File: config.mk
export PLATFORM = sky130hd
export DESIGN_NAME = food_spawn_ctrl
export DESIGN_NICKNAME = d
export VERILOG_FILES = /design/src/rtl/snake_pkg.sv /design/src/rtl/grid_snap.sv /design/src/rtl/food_spawn_ctrl.sv
export SDC_FILE = /design/constraint.sdc
export NUM_CORES = 1
export LEC_CHECK = 0
export ABC_AREA = 1
export BUFFER_PORTS_ARGS = -buffer_cell sky130_fd_sc_hd__clkbuf_2
export CAP_MARGIN = 25
export CELL_PAD_IN_SITES_DETAIL_PLACEMENT = 1
export CELL_PAD_IN_SITES_GLOBAL_PLACEMENT = 1
export CORE_MARGIN = 2
export CORE_UTILIZATION = 41
export DETAILED_ROUTE_END_ITERATION = 10
export PLACE_DENSITY_LB_ADDON = 0.12
export SKIP_LAST_GASP = 1
export SYNTH_ARGS = -nofsm -noshare
export SYNTH_HDL_FRONTEND = slang
export SYNTH_SLANG_ARGS = --single-unit
File: constraint.sdc
create_clock -name clk -period 11 [get_ports clk]
set_input_delay 2.2 -clock clk [delete_from_list [all_inputs] [get_ports clk]]
set_output_delay 2.2 -clock clk [all_outputs]
set_load 0.01 [all_outputs]
File: src/rtl/snake_pkg.sv
// Shared definitions for the snake game food placement logic: the food
// spawn state encoding, screen/grid geometry and coordinate widths.
package snake_pkg;

   // Food spawn sequencer states
   typedef enum logic [2:0] {
      IDLE   = 3'd0,
      SAMPLE = 3'd1,
      QUERY  = 3'd2,
      COMMIT = 3'd3,
      FAIL   = 3'd4
   } state_t;

   // Cell size and legal food area, all in pixels
   localparam int GRID  = 20;
   localparam int X_MIN = 20;
   localparam int X_MAX = 600;
   localparam int Y_MIN = 20;
   localparam int Y_MAX = 440;

   // Coordinate widths: 10 bits covers 640 columns, 9 bits covers 480 rows
   localparam int X_W = 10;
   localparam int Y_W = 9;

   // Retry budget and the counter width that holds up to 15 tries
   localparam int MAX_TRIES = 8;
   localparam int TRY_W     = 4;

   // Food position shown right after reset
   localparam int INIT_X = 300;
   localparam int INIT_Y = 200;

   // Query watchdog: counter width and the last count before giving up
   localparam int WDOG_W    = 4;
   localparam int WDOG_LAST = 14;

endpackage

File: src/rtl/grid_snap.sv
// Snaps one raw random coordinate down to the cell grid and clamps it to
// the legal food range for that axis. Purely combinational; one instance
// per axis.
module grid_snap #(
   parameter int W    = 10,
   parameter int GRID = 20,
   parameter int MIN  = 20,
   parameter int MAX  = 600
) (
   input  logic [W-1:0] raw,
   output logic [W-1:0] snapped
);

   localparam logic [W-1:0] GRID_V = W'(GRID);
   localparam logic [W-1:0] MIN_V  = W'(MIN);
   localparam logic [W-1:0] MAX_V  = W'(MAX);

   logic [W-1:0] quot;
   logic [W-1:0] prod;

   // Round down to a grid multiple, then pull into [MIN, MAX]
   always_comb begin
      quot = raw / GRID_V;
      prod = quot * GRID_V;
      if (prod < MIN_V) begin
         snapped = MIN_V;
      end else if (prod > MAX_V) begin
         snapped = MAX_V;
      end else begin
         snapped = prod;
      end
   end

endmodule

File: src/rtl/food_spawn_ctrl.sv
// Food spawn sequencer for the snake game. On a spawn request it samples
// the upstream random coordinates, snaps them to the grid, asks the
// snake-body occupancy checker whether the cell is free and retries up to
// MAX_TRIES times before committing the last cell anyway.
//
// Optional build macro FOOD_QUERY_TIMEOUT_EN: adds a watchdog that treats
// a query left unanswered for 15 cycles as a free cell.
module food_spawn_ctrl
   import snake_pkg::*;
#(
   parameter int GRID      = snake_pkg::GRID,
   parameter int X_MIN     = snake_pkg::X_MIN,
   parameter int X_MAX     = snake_pkg::X_MAX,
   parameter int Y_MIN     = snake_pkg::Y_MIN,
   parameter int Y_MAX     = snake_pkg::Y_MAX,
   parameter int MAX_TRIES = snake_pkg::MAX_TRIES,
   parameter int INIT_X    = snake_pkg::INIT_X,
   parameter int INIT_Y    = snake_pkg::INIT_Y
) (
   input  logic           clk,
   input  logic           rst,
   input  logic           spawn_req,
   input  logic [X_W-1:0] rand_x,
   input  logic [Y_W-1:0] rand_y,
   output logic           occ_req,
   output logic [X_W-1:0] occ_x,
   output logic [Y_W-1:0] occ_y,
   input  logic           occ_ack,
   input  logic           occ_hit,
   output logic [X_W-1:0] food_x,
   output logic [Y_W-1:0] food_y,
   output logic           food_valid,
   output logic           busy,
   output logic           spawn_done,
   output logic           spawn_fail
);

   localparam logic [X_W-1:0]   INIT_X_V    = X_W'(INIT_X);
   localparam logic [Y_W-1:0]   INIT_Y_V    = Y_W'(INIT_Y);
   localparam logic [TRY_W-1:0] MAX_TRIES_V = TRY_W'(MAX_TRIES);

   logic [X_W-1:0] snap_x;
   logic [Y_W-1:0] snap_y;

   state_t           state_q,      state_d;
   logic [TRY_W-1:0] tries_q,      tries_d;
   logic             occ_req_q,    occ_req_d;
   logic [X_W-1:0]   occ_x_q,      occ_x_d;
   logic [Y_W-1:0]   occ_y_q,      occ_y_d;
   logic [X_W-1:0]   food_x_q,     food_x_d;
   logic [Y_W-1:0]   food_y_q,     food_y_d;
   logic             food_valid_q, food_valid_d;
   logic             busy_q,       busy_d;
   logic             spawn_done_q, spawn_done_d;
   logic             spawn_fail_q, spawn_fail_d;
`ifdef FOOD_QUERY_TIMEOUT_EN
   logic [WDOG_W-1:0] wdog_q,      wdog_d;
`endif

   grid_snap #(
      .W    (X_W),
      .GRID (GRID),
      .MIN  (X_MIN),
      .MAX  (X_MAX)
   ) u_snap_x (
      .raw     (rand_x),
      .snapped (snap_x)
   );

   grid_snap #(
      .W    (Y_W),
      .GRID (GRID),
      .MIN  (Y_MIN),
      .MAX  (Y_MAX)
   ) u_snap_y (
      .raw     (rand_y),
      .snapped (snap_y)
   );

   // Next-state and register-update logic for the spawn sequence
   always_comb begin
      state_d      = state_q;
      tries_d      = tries_q;
      occ_req_d    = occ_req_q;
      occ_x_d      = occ_x_q;
      occ_y_d      = occ_y_q;
      food_x_d     = food_x_q;
      food_y_d     = food_y_q;
      food_valid_d = food_valid_q;
      busy_d       = busy_q;
      spawn_done_d = 1'b0;
      spawn_fail_d = 1'b0;
`ifdef FOOD_QUERY_TIMEOUT_EN
      wdog_d       = wdog_q;
`endif

      case (state_q)
         IDLE: begin
            if (spawn_req) begin
               state_d      = SAMPLE;
               food_valid_d = 1'b0;
               busy_d       = 1'b1;
            end
         end

         SAMPLE: begin
            occ_x_d   = snap_x;
            occ_y_d   = snap_y;
            occ_req_d = 1'b1;
            tries_d   = tries_q + 1'b1;
`ifdef FOOD_QUERY_TIMEOUT_EN
            wdog_d    = '0;
`endif
            state_d   = QUERY;
         end

         QUERY: begin
            if (occ_ack) begin
               occ_req_d = 1'b0;
               if (!occ_hit) begin
                  state_d = COMMIT;
               end else if (tries_q < MAX_TRIES_V) begin
                  state_d = SAMPLE;
               end else begin
                  state_d = FAIL;
               end
`ifdef FOOD_QUERY_TIMEOUT_EN
            end else if (wdog_q == WDOG_W'(WDOG_LAST)) begin
               occ_req_d = 1'b0;
               state_d   = COMMIT;
            end else begin
               wdog_d = wdog_q + 1'b1;
`endif
            end
         end

         COMMIT: begin
            food_x_d     = occ_x_q;
            food_y_d     = occ_y_q;
            food_valid_d = 1'b1;
            spawn_done_d = 1'b1;
            busy_d       = 1'b0;
            tries_d      = '0;
            state_d      = IDLE;
         end

         FAIL: begin
            food_x_d     = occ_x_q;
            food_y_d     = occ_y_q;
            food_valid_d = 1'b1;
            spawn_done_d = 1'b1;
            spawn_fail_d = 1'b1;
            busy_d       = 1'b0;
            tries_d      = '0;
            state_d      = IDLE;
         end

         default: begin
            state_d = IDLE;
         end
      endcase
   end

   // State and datapath registers with synchronous reset
   always_ff @(posedge clk) begin
      if (rst) begin
         state_q      <= IDLE;
         tries_q      <= '0;
         occ_req_q    <= 1'b0;
         occ_x_q      <= '0;
         occ_y_q      <= '0;
         food_x_q     <= INIT_X_V;
         food_y_q     <= INIT_Y_V;
         food_valid_q <= 1'b1;
         busy_q       <= 1'b0;
         spawn_done_q <= 1'b0;
         spawn_fail_q <= 1'b0;
`ifdef FOOD_QUERY_TIMEOUT_EN
         wdog_q       <= '0;
`endif
      end else begin
         state_q      <= state_d;
         tries_q      <= tries_d;
         occ_req_q    <= occ_req_d;
         occ_x_q      <= occ_x_d;
         occ_y_q      <= occ_y_d;
         food_x_q     <= food_x_d;
         food_y_q     <= food_y_d;
         food_valid_q <= food_valid_d;
         busy_q       <= busy_d;
         spawn_done_q <= spawn_done_d;
         spawn_fail_q <= spawn_fail_d;
`ifdef FOOD_QUERY_TIMEOUT_EN
         wdog_q       <= wdog_d;
`endif
      end
   end

   assign occ_req    = occ_req_q;
   assign occ_x      = occ_x_q;
   assign occ_y      = occ_y_q;
   assign food_x     = food_x_q;
   assign food_y     = food_y_q;
   assign food_valid = food_valid_q;
   assign busy       = busy_q;
   assign spawn_done = spawn_done_q;
   assign spawn_fail = spawn_fail_q;

endmodule

==> summary.md <==
| Metric | Value |
|---|---|
| Initial antenna violation count | 0 |
| Comb power frac | 45.4% |
| RSZ-0062 raised after global routing | no |
| Number of synthesized flops with an enable pin | 0 |
| Synth Area in XOR/XNOR | 2.51% |
| Synth Register Bits | 42 |
| CP Buf/Inv Count | 4 |
| Number of DRC markers in iteration 0 | 66 |
| FP Rows | 30 |
| Nets | slightly below 500 |
| Drt pass-1 iters | 4 |
| Core Region | 6680 um^2 |
| HPWL Detailed | 5.19 mm |
| Final setup margin | 5.16 ns |
| Postcts setup bufs | 0 |
| Syn-to-layout area delta | 14.5% |
| HP Class | register to register |
| Number of global-route vias before repair | 2,586 |
| Compound-gate portion of the synthesized area | 12.9% |
| Final period util | 53.1% |
| DRC violations left | 0 |
| Synth Area in Simple Gates | 34.9% |
| Cell internal pwr | approximately 0.00030 W |
| CP delay by family, top | simple AND/OR/NAND/NOR gates |
| GP Congestion | between 0.7 and 0.8 |
| Most used flip-flop cell after synthesis | dfxtp_1 |
| Wire length of the first global-routing pass | 11.1 mm |
| Syn Area/Cell | roughly 7 um^2 |
| # Max-Cap Violations | 0 |
| H-tree depth | 2 |
| I/O pin cnt | 67 |
| CP required | around 11 ns |
| Largest net degree at the start of global routing | 23 |
| GRT Util Overall | 17.9% |
| Max Slew Vio Count | 0 |
| Slew HR | between 50% and 60% |
| Post-CTS Hold Fix Bufs | 0 |
| Place WS | between 4 and 5 ns |
| Diodes inserted | 0 |
| Pwr Total | ~0.00051 W |
| Root Driver | clkbuf_8 |
| Status | finished, final reports clean |
| Num CTS Buffers | 5 |
| Cell area after synthesis | 2790 um^2 |
| Sequential area share after synthesis | 30.1% |
| Clk pwr share | 20.0% |
| Psw | 0.000210 W |
| VDD IR max | 0.0584 mV |
| Worst setup EP type | register |
| IO Port Bufs | 54 |
| Via count | 2,668 |
| Most frequent cells after synthesis | 80 x nand2_1, 52 x inv_1, 42 x dfxtp_1 |
| Final setup vio count | 0 |
| CP max stage delay | 0.42 ns |
| PwrDens | 160 nW/um^2 |
| Most frequent cell after synthesis | nand2_1 |
| Cell variety after synth | 36 |
| Skew final | 0.00658 ns |
| DRT Wirelength | 6.40 mm |
| Post-route antenna net violation count | 0 |
| Synthesized-area fraction occupied by adder cells | 8.17% |
| Routed wire length per instance | 11.9 um |
| Worst-path fanout max | 6 |
| Worst Tran Pin Value | 0.700 ns |
| Synth top area share | 30.1% |
| Via/cell ratio | 4.98 |
| Flop-to-flop setup slack | between 9 and 10 ns |
| Synth area leaders | dfxtp_1 30%, nand2_1 11%, inv_1 7.0%, ha_1 6.7%, nand3_1 5.9% |
| Share of power burned in registers | 34.6% |
| Gate count of the mapped netlist | 404 |
| Final Hold Viols | 0 |
| Die X | 86.5 um |
| Longest Clk Path Bufs | 2 |
| Crit path DAT | 6.07 ns |
| Total gr overflow | 0 |
| Area leader, netlist | dfxtp_1 |
| Max Freq | 171 MHz |
| Layout cells sized above 1 | 24.3% |
| Die Y | between 80 and 90 um |
| Initial Util | approximately two fifths |
| Worst path slowest cell | fa_1 |
| WS Path Type | primary input to register |
| Sw frac | 41.0% |
| Worst-Skew Late Latency | 0.29 ns |
| Reg clk slew, reported paths | 0.08 ns |
| Fill count | 905 |
| Largest family of logic cells by synthesized area | simple AND/OR/NAND/NOR gates |
| Critical Path Start Type | primary input |
| TritonCTS Sinks | 42 |
| Lkg Pwr | 1.73 nW |
| TritonCTS clock tree | done |
| Yosys Warn Count | 0 |
| Final setup TNS | 0 ns |
| Final min period | 5.84 ns |
| Async set or reset register ratio after synthesis | 0% |
| Mux contribution to synthesized area | 0% |
| Die area | 7480 um^2 |
| CTS resizes | 0 |
metal layers:
metal	vias up	wire length (um)	global-route usage [%]	share of wire [%]
met2	44	3110	32.5	49
met4	0	91	5.54	1.4
met3	7	199	2.38	3.1
li1	1387	-	-	-
met1	1230	3000	21.8	47
met5	-	0	0	0
power groups by stage:
| stage | Combinational, W | Clock, W | Sequential (W) |
|---|---|---|---|
| 2_1_floorplan | 0.000174 | 0 | 0.000184 |
| 3_3_place_gp | 0.000226 | 0 | 0.000180 |
| 3_5_place_dp | 0.000234 | 0 | 0.000181 |
| 4_1_cts | 0.000236 | 0.000106 | 0.000177 |
| 5_1_grt | 0.000266 | 0.000112 | 0.000179 |
| 6_report | 0.000232 | 0.000102 | 0.000177 |
stage by stage:
stage          instances  instance area, um^2  hold WS, ns  utilization, %
6_report             536                 3190        0.461            47.8
5_1_grt              536                 3190        0.500            47.8
4_1_cts              536                 3190        0.462            47.8
3_5_place_dp         528                 3100        0.441            46.4
3_3_place_gp         528                 3100        0.437            46.4
2_1_floorplan        411                 2820        0.458               -
worst paths after layout:
| path | end | start | cells after the start |
|---|---|---|---|
| min reg2reg | food_y[7]$_SDFFE_PP1P_ | food_y[7]$_SDFFE_PP1P_ | 2 |
| max | occ_x[3]$_SDFFE_PP0P_ | rand_x[9] | 32 |
| max reg2reg | food_x[9]$_SDFFE_PP0P_ | state_q[1]$_SDFFE_PP0P_ | 6 |
| min | food_y[7]$_SDFFE_PP1P_ | food_y[7]$_SDFFE_PP1P_ | 2 |
worst min-delay path: stages, from the launching register on:
cell and delay, ns:
dfxtp_1 0.33, nand2_1 0.05, nand3_1 0.05
state kept, by name, indices dropped and copies added, names as in the netlist:
signal,cells
food_valid,1
tries_q,4
food_x,8
busy,1
occ_req,1
spawn_done,1
occ_y,7
spawn_fail,1
food_y,7
occ_x,8
state_q,3
area by class of cell:
cell class,count,area [um^2],share of cell area (%)
clock buffer,6,82.6,2.59
clock inverter,2,12.5,0.392
inverter,57,214,6.70
multi-input combinational,294,1670,52.2
sequential,42,841,26.3
tap,80,100,3.13
timing repair buffer,55,278,8.70
cells in the final DEF, fill, tap and decap left out, types with 5 or more instances in the layout:
| cell type | instances |
|---|---|
| a21oi_1 | 21 |
| clkbuf_2 | 54 |
| clkbuf_8 | 6 |
| conb_1 | 8 |
| dfxtp_1 | 42 |
| ha_1 | 15 |
| inv_1 | 52 |
| inv_2 | 5 |
| nand2_1 | 80 |
| nand2_2 | 19 |
| nand2_4 | 7 |
| nand3_1 | 33 |
| nand3_2 | 5 |
| nand4_1 | 8 |
| nor2_1 | 38 |
| nor3_1 | 5 |
| o21ai_0 | 21 |
| xor2_1 | 8 |
logic make-up (layout without fill, tap and decap cells):
kind of cell | Yosys count | count (layout)
fa+ha+maj | 17 | 17
simple gates | 201 | 201
other cells | 1 | 8
compound gates | 60 | 60
buf+inv | 75 | 120
flops | 42 | 42
xor+xnor | 8 | 8
Power figures use the tool's default switching activity.
